==> src/rtl/dma_wr_pkg.sv <==
// dma_wr_pkg: shared types for the output-feature-map write DMA scheduler
package dma_wr_pkg;
  localparam int FAIL_CNT_W = 16;
  localparam int DESC_AD_W = 32;
  localparam int DESC_LEN_W = 13;
  typedef enum logic [1:0] {S_IDLE, S_LAUNCH, S_RUN, S_DONE} state_t;
  typedef struct packed {
    logic [DESC_AD_W-1:0]  addr;
    logic [DESC_LEN_W-1:0] len;
  } desc_t;
endpackage

==> src/rtl/dma_wr_sched_rr_arbiter.sv <==
// rr_arbiter: combinational round-robin pick of the first request at or after ptr
module rr_arbiter #(
  parameter int NUM_REQ = 4,
  localparam int REQ_IDX_W = $clog2(NUM_REQ)
) (
  input  logic [NUM_REQ-1:0]   req,
  input  logic [REQ_IDX_W-1:0] ptr,
  input  logic                 en,
  output logic [NUM_REQ-1:0]   grant,
  output logic [REQ_IDX_W-1:0] idx,
  output logic                 any
);
  // scanning from the farthest slot down lets the nearest hit win
  always_comb begin
    idx = '0;
    any = 1'b0;
    for (int i = NUM_REQ - 1; i >= 0; i--)
      if (en && req[(int'(ptr) + i) % NUM_REQ]) begin
        any = 1'b1;
        idx = REQ_IDX_W'((int'(ptr) + i) % NUM_REQ);
      end
  end
  assign grant = any ? NUM_REQ'(1) << idx : '0;
endmodule

==> src/rtl/dma_wr_sched.sv <==
// dma_wr_sched: round-robin sharing of the single write DMA among NUM_REQ requesters
module dma_wr_sched import dma_wr_pkg::*; #(
  parameter int NUM_REQ = 4,
  parameter int AXI_WIDTH_AD = DESC_AD_W,
  parameter int AXI_WIDTH_DA = 32,
  parameter int OUT_BITS_TRANS = DESC_LEN_W,
  localparam int REQ_IDX_W = $clog2(NUM_REQ)
) (
  input  logic                              clk,
  input  logic                              rst,
  input  logic                              sched_en_i,
  input  logic [NUM_REQ-1:0]                req_valid_i,
  output logic [NUM_REQ-1:0]                req_ready_o,
  input  logic [NUM_REQ*AXI_WIDTH_AD-1:0]   req_addr_i,
  input  logic [NUM_REQ*OUT_BITS_TRANS-1:0] req_len_i,
  input  logic [NUM_REQ*AXI_WIDTH_DA-1:0]   req_data_i,
  output logic [NUM_REQ-1:0]                req_data_pop_o,
  output logic [NUM_REQ-1:0]                req_done_o,
  output logic [NUM_REQ-1:0]                req_err_o,
  output logic                              dma_start_o,
  output logic [OUT_BITS_TRANS-1:0]         dma_num_trans_o,
  output logic [AXI_WIDTH_AD-1:0]           dma_start_addr_o,
  output logic [AXI_WIDTH_DA-1:0]           dma_indata_o,
  input  logic                              dma_indata_req_i,
  input  logic                              dma_done_i,
  input  logic                              dma_fail_i,
  output logic                              busy_o,
  output logic [REQ_IDX_W-1:0]              grant_idx_o,
  output logic [FAIL_CNT_W-1:0]             fail_cnt_o
);
  state_t state, state_n;
  desc_t desc;
  logic [REQ_IDX_W-1:0] g, ptr, gi;
  logic err, any, run;
  logic [NUM_REQ-1:0][AXI_WIDTH_AD-1:0] addr_a;
  logic [NUM_REQ-1:0][OUT_BITS_TRANS-1:0] len_a;
  logic [NUM_REQ-1:0][AXI_WIDTH_DA-1:0] data_a;
  assign addr_a = req_addr_i;
  assign len_a = req_len_i;
  assign data_a = req_data_i;
  // rst gates the arbiter so no accept strobe leaks out while held in reset
  rr_arbiter #(.NUM_REQ(NUM_REQ)) u_arb (
    .req(req_valid_i),
    .ptr(ptr),
    .en(sched_en_i && state == S_IDLE && !rst),
    .grant(req_ready_o),
    .idx(gi),
    .any(any)
  );
  always_comb begin
    state_n = state;
    case (state)
      S_IDLE:   state_n = !any ? S_IDLE : (len_a[gi] == '0 ? S_DONE : S_LAUNCH);
      S_LAUNCH: state_n = S_RUN;
      S_RUN:    state_n = dma_done_i ? S_DONE : S_RUN;
      S_DONE:   state_n = S_IDLE;
      default:  state_n = S_IDLE;
    endcase
  end
  assign run = state == S_RUN;
  assign busy_o = state != S_IDLE;
  assign dma_start_o = state == S_LAUNCH;
  assign dma_indata_o = run ? data_a[g] : '0;
  assign req_data_pop_o = run && dma_indata_req_i ? NUM_REQ'(1) << g : '0;
  assign req_done_o = state == S_DONE ? NUM_REQ'(1) << g : '0;
  assign req_err_o = req_done_o & {NUM_REQ{err}};
  assign dma_num_trans_o = OUT_BITS_TRANS'(desc.len);
  assign dma_start_addr_o = AXI_WIDTH_AD'(desc.addr);
  assign grant_idx_o = g;
  always_ff @(posedge clk) begin
    if (rst) begin
      state <= S_IDLE;
      desc <= '0;
      g <= '0;
      ptr <= '0;
      err <= 1'b0;
      fail_cnt_o <= '0;
    end else begin
      state <= state_n;
      if (state == S_IDLE && any) begin
        desc <= '{addr: DESC_AD_W'(addr_a[gi]), len: DESC_LEN_W'(len_a[gi])};
        g <= gi;
      end
      if (run && dma_fail_i) begin
        err <= 1'b1;
        if (~&fail_cnt_o) fail_cnt_o <= fail_cnt_o + 1'b1;
      end
      if (state == S_DONE) begin
        err <= 1'b0;
        ptr <= g == REQ_IDX_W'(NUM_REQ - 1) ? '0 : g + 1'b1;
      end
    end
  end
endmodule
==> config.mk <==
export PLATFORM = sky130hd
export DESIGN_NAME = dma_wr_sched
export DESIGN_NICKNAME = d
export VERILOG_FILES = /design/src/rtl/dma_wr_pkg.sv /design/src/rtl/dma_wr_sched_rr_arbiter.sv /design/src/rtl/dma_wr_sched.sv
export SDC_FILE = /design/constraint.sdc
export NUM_CORES = 1
export LEC_CHECK = 0
export BUFFER_PORTS_ARGS = -buffer_cell sky130_fd_sc_hd__buf_2
export CAP_MARGIN = 20
export CORE_AREA = 2 2 170 172
export DETAILED_ROUTE_END_ITERATION = 8
export DIE_AREA = 0 0 172 174
export PLACE_DENSITY = 0.55
export SLEW_MARGIN = 20
export SYNTH_ARGS = -nofsm -noshare
export SYNTH_HDL_FRONTEND = slang
export SYNTH_SLANG_ARGS = --single-unit
export TNS_END_PERCENT = 100
==> constraint.sdc <==
create_clock -name clk -period 2.1 [get_ports clk]
set_input_delay 0.42 -clock clk [delete_from_list [all_inputs] [get_ports clk]]
set_output_delay 0.42 -clock clk [all_outputs]
set_load 0.01 [all_outputs]
# --- Word level (Yosys, flattened, before mapping) ---
# Cells that the tools add are included.
word_totals:
  register_bits: 68
  latch_bits: 0
  ramBits: 0
  romBits: 0
  word_cells: 82
  mem_count: 0
classes:
  add_sub_neg: 5
  n_mul: 0
  div: 0
  n_lt_le_gt_ge: 6
  eq_ne: 4
  n_shift: 2
  n_mux: 34
  bitwise_logic: 5
  reduce_logical: 19
ops:
  columns: ["cell", "count"]
  rows:
  - ["$bmux 32 s2", 2]
  - ["$mux 32", 3]
  - ["$bmux 13 s2", 1]
  - ["$add 16x1->16 const B", 1]
  - ["$reduce_and 16->1", 1]
  - ["$mux 2", 7]
  - ["$logic_not 13->1", 1]
  - ["$mux 13", 1]
  - ["$lt 3x4->1 const B", 3]
  - ["$mux 1", 12]
  - ["$mux 4", 3]
  - ["$logic_and 1x1->1", 9]
  - ["$lt 2x3->1 const B", 3]
  - ["$bmux 1 s2", 4]
  - ["$pmux 2 s4", 1]
  - ["$reduce_or 2->1", 4]
  - ["$shl 1x2->4 const A", 2]
  - ["$eq 2x2->1 const B", 3]
  - ["$add 2x1->2 const B", 2]
  - ["$add 2x2->2 const B", 2]
  - ["$and 4x4->4", 1]
  - ["$and 1x1->1 const A", 3]
  - ["$eq 2x1->1 const B", 1]
  - ["$logic_not 2->1", 1]
  - ["4 further kinds", 4]

# --- Longest topological paths before layout ---
# Gate-level depths: netlist (run 1).
logic_depth:
  ltp_word: 17
  depth_mapped: 12
  mapped_depth_nobuf: 9

# --- Cells and area by module ---
# A second synthesis (run 1) with hierarchy kept.
hier_totals:
  cells_unflattened: 521
  hier_area_um2: 5152.4
modules_own_cells:
  columns: ["module", "n_inst", "cells_per_inst", "area_per_inst_um2"]
  rows:
  - ["dma_wr_sched", 1, 492, 4958.5]
  - ["rr_arbiter", 1, 29, 193.9]

# --- Worst setup path before layout (run 1) ---
# OpenSTA, ideal clock, no wires.
synth_timing:
  path_type: "register to output"
  from: "reg g[0] (netlist: grant_idx_o[0])"
  to: "out dma_indata_o[24]"
  t_arrival_ns: 1.988
  t_required_ns: 1.680
  path_slack_ns: -0.308
  path_stages_with_launch: 5
  path_buffers: 2
  cell_sequence: "dfxtp_1 > clkbuf_1 > buf_1 > mux4_2 > and2_1"
synth_between:
  elab_chain_len: 3
synth_rtl:
  columns: ["element", "line_no", "source"]
  rows:
  - ["start: declaration", "dma_wr_sched.sv:33", "logic [REQ_IDX_W-1:0] g, ptr, gi;"]
  - ["start signal: assignment", "dma_wr_sched.sv:82", "g <= gi;"]
  - ["$bmux 32 s2", "dma_wr_sched.sv:63", "assign dma_indata_o = run ? data_a[g] : '0;"]
  - ["$mux 32 (not written as such)", "dma_wr_sched.sv:63", null]
  - ["$mux 32", "dma_wr_sched.sv:63", null]
  - ["end: declaration", "dma_wr_sched.sv:23", "output logic [AXI_WIDTH_DA-1:0] dma_indata_o,"]
# No other way between the ends. The select of a mux whose other input is x is not followed.

# --- Worst setup path after layout (run 1) ---
layout_timing:
  from: "reg ptr[1]"
  to: "reg state[1]"
layout_between:
  elab_chain_len: 15
  word_cells_on_any_way: 32
  cone_classes: "3 x add/sub; 24 x mux; 5 x reduce/logical"
layout_rtl:
  columns: ["element", "line_no", "source"]
  rows:
  - ["start: declaration", "dma_wr_sched.sv:33", null]
  - ["start signal: assignment", "dma_wr_sched.sv:90", "ptr <= g == REQ_IDX_W'(NUM_REQ - 1) ? '0 : g + 1'b1;"]
  - ["$add 2x2->2", "dma_wr_sched_rr_arbiter.sv:18, dma_wr_sched_rr_arbiter.sv:20", null]
  - ["$bmux 1 s2", "dma_wr_sched_rr_arbiter.sv:18", "if (en && req[(int'(ptr) + i) % NUM_REQ]) begin"]
  - ["$mux 1 (not written as such) (2 in a row)", "dma_wr_sched_rr_arbiter.sv:18", null]
  - ["$logic_and 1x1->1", "dma_wr_sched_rr_arbiter.sv:18", null]
  - ["$mux 2 (4 in a row)", "dma_wr_sched_rr_arbiter.sv:18", null]
  - ["$bmux 13 s2", "dma_wr_sched.sv:53", "S_IDLE: state_n = !any ? S_IDLE : (len_a[gi] == '0 ? S_DONE : S_LAUNCH);"]
  - ["$mux 13 (not written as such)", "dma_wr_sched.sv:53", null]
  - ["$logic_not 13->1", "dma_wr_sched.sv:53", null]
  - ["$mux 2", "dma_wr_sched.sv:53", null]
  - ["$mux 2 (*)", "dma_wr_sched.sv:53", null]
  - ["$pmux 2 s4 (*)", "dma_wr_sched.sv:52", "case (state)"]
  - ["end signal: assignment", "dma_wr_sched.sv:79", "state <= state_n;"]
  - ["end: declaration", "dma_wr_sched.sv:31", "state_t state, state_n;"]
# Mark *: on every way between the ends. The rest lies on a longest branch, timed or not. The select of a mux whose other input is x is not followed.
# A chain may end at the register's enable or synchronous reset.

==> results.toml, run 1 <==
[sta]
worst_pin_slew_ns = 0.8405
finalClockSkew_ns = 0.01365
timing.final.crit_share_pct = 112.4
min_period_ns = 2.361
setup_viol = 60
setup_ws_ns = -0.2607
hold_violations = 0
clock.fmax_mhz = 423.6
slew_headroom_pct = 43.97
slew_violations = 0
rsz0062_at_grt = "yes"

[global_route]
overflow = 0
met2_usage_pct = 32.80
grt_use_met1_pct = 17.86
grt.total_usage_pct = 17.21
grt_antenna_before_repair = 7
grt_pass1_vias = 6845
grt-busiest-layer = "met2"
grt_max_degree = 69
grt_pass1_wl_microns = 38700
grtUsageMet3_pct = 4.599

[power_and_ir_drop]
vdd_drop_max_mv = 0.4114
power_frac_comb_pct = 27.1
power.density_nw_per_um2 = 424.6
p_sw_share_pct = 28.97
p_int_mw = 3.000
leakagePower_nw = 4.691
seq_power_share_pct = 32.4
p_sw_mw = 1.223
clock_power_share_pct = 40.6
power_mw = 4.223

[floorplanning]
rows = 62
fp.dieW_microns = 172
num_io_pins = 431
fp.dieH_microns = 174
die-area_sq_um = 29930
core-area_sq_um = 28240
start_util_pct = 18.37

[finish]
fillers = 3031
final_nets = 1525
regArea_sq_um = 1370
finalInstanceArea_sq_um = 9945
multi_input_area_sq_um = 4044
drive_above_1_share_pct = 57.90
area_growth_pct = 91.75

[detailed_routing]
vias = 7234
drc = 0
drt-wirelength-per-cell_microns = 18.12
ant_nets = 0
drt-total-wl_microns = 28820
drt_pass1_iterations = 5
first_iter_violations = 284
vias_per_cell = 4.547

[logic_synthesis]
ys_ff_latch = 68
synth_largest_area_cell = "dfxtp_1"
postSynthAreaPerCell_sq_um = 7.284
synth_common_cells = "252 x nand2_1, 68 x dfxtp_1, 63 x a21oi_1, 39 x and2_1, 39 x nand3_1"
async_flop_share_pct = 0
synth_area_leaders = "dfxtp_1 26%, nand2_1 18%, mux4_2 14%"
synth.top_cell.area_share_pct = 26.25
synth_warnings = 0
synth_cell_types = 42
ys_seq_area_share_pct = 26.25
synth-edff-count = 0
synth_ff_type = "dfxtp_1"
postSynthNetCount = 1040
synthMostInstantiatedCell = "nand2_1"
synthCells = 712
synthesis.area_sq_um = 5186

[placement]
dpl_worst_slack_ns = -0.2433
place.gp.congestion = 0.8768
hpwl_microns = 21220
place_area_sq_um = 8239
portBuffers = 430

[clocking]
tritoncts = "done"
clkLatencyLatePin_ns = 0.34
clockBufferDepth = 2
cts_root_buffer = "clkbuf_16"
clk_pin_slew_ns = 0.06
cts_sinks = 68
htree_levels = 3
cts_made_buffers = 9

[setup_path]
critical_path_arrival_ns = 2.63
cp_common_cell = "buf_4"
end_kind = "flip-flop"
required_ns = 2.37
worst_setup_path_start_kind = "flip-flop"
crit_buf_inv = 5
crit_slowest_cell = "dfxtp_2"
cp_max_fo = 4
cp_cell_sequence = "buf_4, nand2b_1, a21oi_2, buf_4, buf_4, buf_4, buf_4, o21ai_0, o211a_1, o22ai_1, nor4_1, a31o_1"
worst_path_dominant_cell_family = "compound AO/OA/AOI/OAI gates"
slowest_delay_ns = 0.35
crit_type = "reg -> reg"

[min_path]
hp-class = "in -> reg"

[outcome]
violations = "setup timing"
status = "finished, violations left"

[job]
drv_cap = 0
-- per-stage QoR --
stage	utilization, %	TNS (ns)	hold slack, ns	cells
after floorplan	-	-0.1718	0.4805	712
after global placement	29.18	-2.134	0.4396	1525
after detailed placement	29.18	-2.872	0.4442	1525
after CTS	32.77	-6.896	0.3713	1572
after global routing	35.22	-11.13	0.4009	1591
final	35.22	-5.093	0.3962	1591
-- per-layer routing --
metal  vias to the layer above  part of all wire, %
met4                         4                  3.0
met5                         -                0.094
met2                       343                   54
li1                       3445                    -
met3                        52                  7.9
met1                      3390                   35
-- worst min-delay path, delay by kind of cell --
kind | cells | cell delay (ns)
compound gates | 1 | 0.07
simple gates | 1 | 0.09
buf+inv | 1 | 0.11
-- sequential cells by signal, indices dropped and copies added, names as in the netlist --
register,cells
dma_num_trans_o,13
dma_start_addr_o,32
err,1
fail_cnt_o,16
grant_idx_o,2
ptr,2
state,2
-- cell usage in the layout (no fill, tap or decap), drive strengths merged, types with 4 or more instances in the layout --
cell type,Yosys,final
xor2,11,11
a32oi,10,10
nor2,25,25
nand3,39,39
mux4,32,32
buf,26,527
ha,10,10
and3,8,8
xnor2,4,4
dfxtp,68,68
and2,39,39
diode,0,5
inv,10,12
mux2i,4,4
a21oi,63,63
nor3,6,6
nand2,252,252
a211oi,4,4
nor4,4,4
clkbuf,35,16
nor3b,4,4
o211ai,32,32
-- power by group through the flow --
stage          Clock (mW)  Sequential (mW)  Combinational, mW
3_5_place_dp            0             1.40              0.960
5_1_grt              1.81             1.37               1.23
3_3_place_gp            0             1.39              0.955
2_1_floorplan           0             1.41              0.384
6_report             1.71             1.37               1.14
4_1_cts              1.78             1.37               1.06
-- layout make-up --
| class | instances | area share (%) |
|---|---|---|
| clock inverters | 6 | 0.9562 |
| inverters | 10 | 0.4529 |
| clock buffers | 10 | 2.302 |
| flip-flops and latches | 68 | 13.78 |
| multi-input cells | 575 | 40.66 |
| well taps | 384 | 4.831 |
| repair buffers | 533 | 36.89 |
| diodes | 5 | 0.1258 |
-- logic make-up (layout without fill, tap and decap cells) --
family,after synthesis,count (layout),synth area share (%)
AO/OA/AOI/OAI,122,123,15.32
other,0,5,0
adder cells (fa/ha/maj),10,10,2.413
multiplexers,36,36,14.67
AND/OR/NAND/NOR,390,391,33.00
buffers and inverters,71,559,5.814
flip-flops,68,68,26.25
XOR/XNOR,15,15,2.533
-- worst paths after layout --
check | start | to | slack (ns) | depth (start not counted)
worst max register to register | ptr[1]$_SDFFE_PP0P_ | state[1]$_SDFF_PP0_ | -0.26 | 12
worst min-delay path | dma_done_i | state[0]$_SDFF_PP0_ | 0.40 | 3
worst max-delay path | ptr[1]$_SDFFE_PP0P_ | state[1]$_SDFF_PP0_ | -0.26 | 12
worst min register to register | dma_start_addr_o[8]$_SDFFE_PP0P_ | dma_start_addr_o[8]$_SDFFE_PP0P_ | 0.45 | 2
-- what timing repair did --
| action | in CTS | in global routing |
|---|---|---|
| endpoints found under the setup margin | 65 | 97 |
| pin swaps | 29 | 60 |
| hold buffers | 0 | 0 |
| gates cloned | 8 | 8 |
| gates resized for setup | 70 | 130 |
| buffers inserted | 25 | 15 |
No activity file was read; power rests on OpenSTA's default activity.
==> run 2: changes to the inputs <==
--- a/config.mk
+++ b/config.mk
@@ -11,6 +11,7 @@
 export DETAILED_ROUTE_END_ITERATION = 8
 export DIE_AREA = 0 0 172 174
 export PLACE_DENSITY = 0.55
+export REMOVE_ABC_BUFFERS = 1
 export SLEW_MARGIN = 20
 export SYNTH_ARGS = -nofsm -noshare
 export SYNTH_HDL_FRONTEND = slang
==> run 2 against run 1 <==
Against the previous run: the flow still finishes with violations (setup timing); design area fell by 0.45%; clock power barely moved; register-to-register slack improved by 0.06 ns; count of clock-buffer cells in the layout fell by 1; combinational power fell by 4%; fmax rose by 0.12%.
==> results.toml, run 2 (same netlist as run 1, synthesis figures left out) <==
[outcome]
status = "finished, violations left"
violations = "setup timing"

[placement]
portBuffers = 430
hpwl_microns = 21690
place.gp.congestion = 0.8755
dpl_worst_slack_ns = -0.4561
placed_cells = 1533

[floorplanning]
die-area_sq_um = 29930
core-area_sq_um = 28240
rows = 62
num_io_pins = 431
fp.dieH_microns = 174
fp.dieW_microns = 172
start_util_pct = 18.37

[detailed_routing]
vias_per_cell = 4.471
drt-wirelength-per-cell_microns = 18.19
ant_nets = 0
vias = 7203
drt_pass1_iterations = 4
drt-total-wl_microns = 29310
first_iter_violations = 251
drc = 0

[global_route]
grt.total_usage_pct = 18.48
grt-busiest-layer = "met2"
overflow = 0
grt_max_degree = 36
grt_antenna_before_repair = 18
met2_usage_pct = 34.97
grt_use_met1_pct = 17.67
grtUsageMet3_pct = 5.009
grt_pass1_wl_microns = 40760
grt_pass1_vias = 6934

[sta]
hold_violations = 0
setup_ws_ns = -0.2579
timing.final.crit_share_pct = 112.3
setup_viol = 56
min_period_ns = 2.358
rsz0062_at_grt = "yes"
slew_headroom_pct = 70.80
slew_violations = 0
finalClockSkew_ns = 0.01342
worst_pin_slew_ns = 0.4380
clock.fmax_mhz = 424.1

[clocking]
clk_pin_slew_ns = 0.05
tritoncts = "done"
cts_sinks = 68
htree_levels = 3
cts_root_buffer = "clkbuf_16"
cts_made_buffers = 9
holdBufCountCts = 0
clkLatencyLatePin_ns = 0.34
clockBufferDepth = 2

[finish]
drive_above_1_share_pct = 57.35
final_nets = 1540
final_cell_mix = "401 x buf_2, 236 x nand2_1, 72 x buf_4"
largest_register_ffs = 32
area_growth_pct = 90.88
finalNonFillerCells = 1611
layout_commonest_cell = "buf_2"

[min_path]
hp-class = "in -> reg"

[setup_path]
cp_common_cell = "buf_12"
worst_path_dominant_cell_family = "buffers and inverters"
required_ns = 1.68
slowest_delay_ns = 0.32
critical_path_arrival_ns = 1.94
end_kind = "primary output"
cp_max_fo = 5
crit_slowest_cell = "dfxtp_2"
worst_setup_path_start_kind = "flip-flop"
crit_type = "reg -> out"
cp_cell_sequence = "inv_2, ha_4, and3b_2, o221ai_2, buf_4, nor2_4, buf_12, buf_12, and2_4, buf_6"
crit_buf_inv = 5

[power_and_ir_drop]
leakagePower_nw = 4.754
vdd_drop_max_mv = 0.3905
power.density_nw_per_um2 = 421.1

[job]
drv_cap = 0
run 2: changes by cell type in the layout (fill, tap and decap cells not counted), moves of 5 or more:
| cell | delta |
|---|---|
| diode_2 | +5 |
| buf_4 | +15 |
| a21oi_2 | +5 |
| and3_4 | -6 |
| a21oi_1 | -5 |
| and3_1 | +6 |
| buf_2 | +6 |
| nand2_1 | +6 |
run 2: tightest hold or removal path, cell delays in order:
cell and delay (ns):
buf_2 0.10, nand3b_1 0.08, a21oi_1 0.06
run 2: stage by stage:
step	hold slack (ns)	area, sq um	util [%]	setup TNS [ns]	power (mW)
finish	0.3791	9899	35.06	-4.952	4.169
global route	0.3883	9897	35.05	-10.95	4.382
CTS	0.3687	9508	33.67	-9.797	4.217
detailed placement	0.4444	8222	29.12	-4.366	2.327
global placement	0.4397	8222	29.12	-3.535	2.325
floorplan	0.4745	4922	-	-132.16	1.757
run 2: layout make-up:
| class | instances | area (sq um) |
|---|---|---|
| Tap cell | 384 | 480.5 |
| Inverter | 10 | 37.54 |
| Clock buffer | 9 | 225.2 |
| Timing Repair Buffer | 550 | 3726 |
| Sequential cell | 68 | 1370 |
| Fill cell | 3000 | 18340 |
| Multi-Input combinational cell | 573 | 3936 |
| Antenna cell | 10 | 25.02 |
| Clock inverter | 7 | 98.84 |
run 2: metal layers:
| metal | part of all wire, % | vias up |
|---|---|---|
| li1 | - | 3466 |
| met1 | 34 | 3333 |
| met2 | 54 | 328 |
| met3 | 7.7 | 74 |
| met4 | 4.5 | 2 |
| met5 | 0.044 | - |
run 2: path summary, 6_finish.rpt:
path	end	cells after the start	slack [ns]	from
hold / removal	state[0]$_SDFF_PP0_	3	0.38	dma_done_i
hold reg to reg	dma_num_trans_o[4]$_SDFFE_PP0P_	2	0.45	dma_num_trans_o[4]$_SDFFE_PP0P_
setup reg to reg	state[1]$_SDFF_PP0_	12	-0.20	state[0]$_SDFF_PP0_
setup / recovery	req_ready_o[3]	10	-0.26	state[0]$_SDFF_PP0_
run 2: what timing repair did:
action | 4_1_cts | 5_1_grt
resized for setup | 99 | 89
pin swaps | 45 | 53
setup endpoints to repair | 57 | 92
setup buffers | 34 | 23
cloned | 11 | 2
run 2: report_power, final:
part	total, mW	switching, mW	internal [mW]
clock network	1.70	0.655	1.05
logic	1.10	0.510	0.592
registers	1.36	0.0271	1.34
total	4.17	1.19	2.98
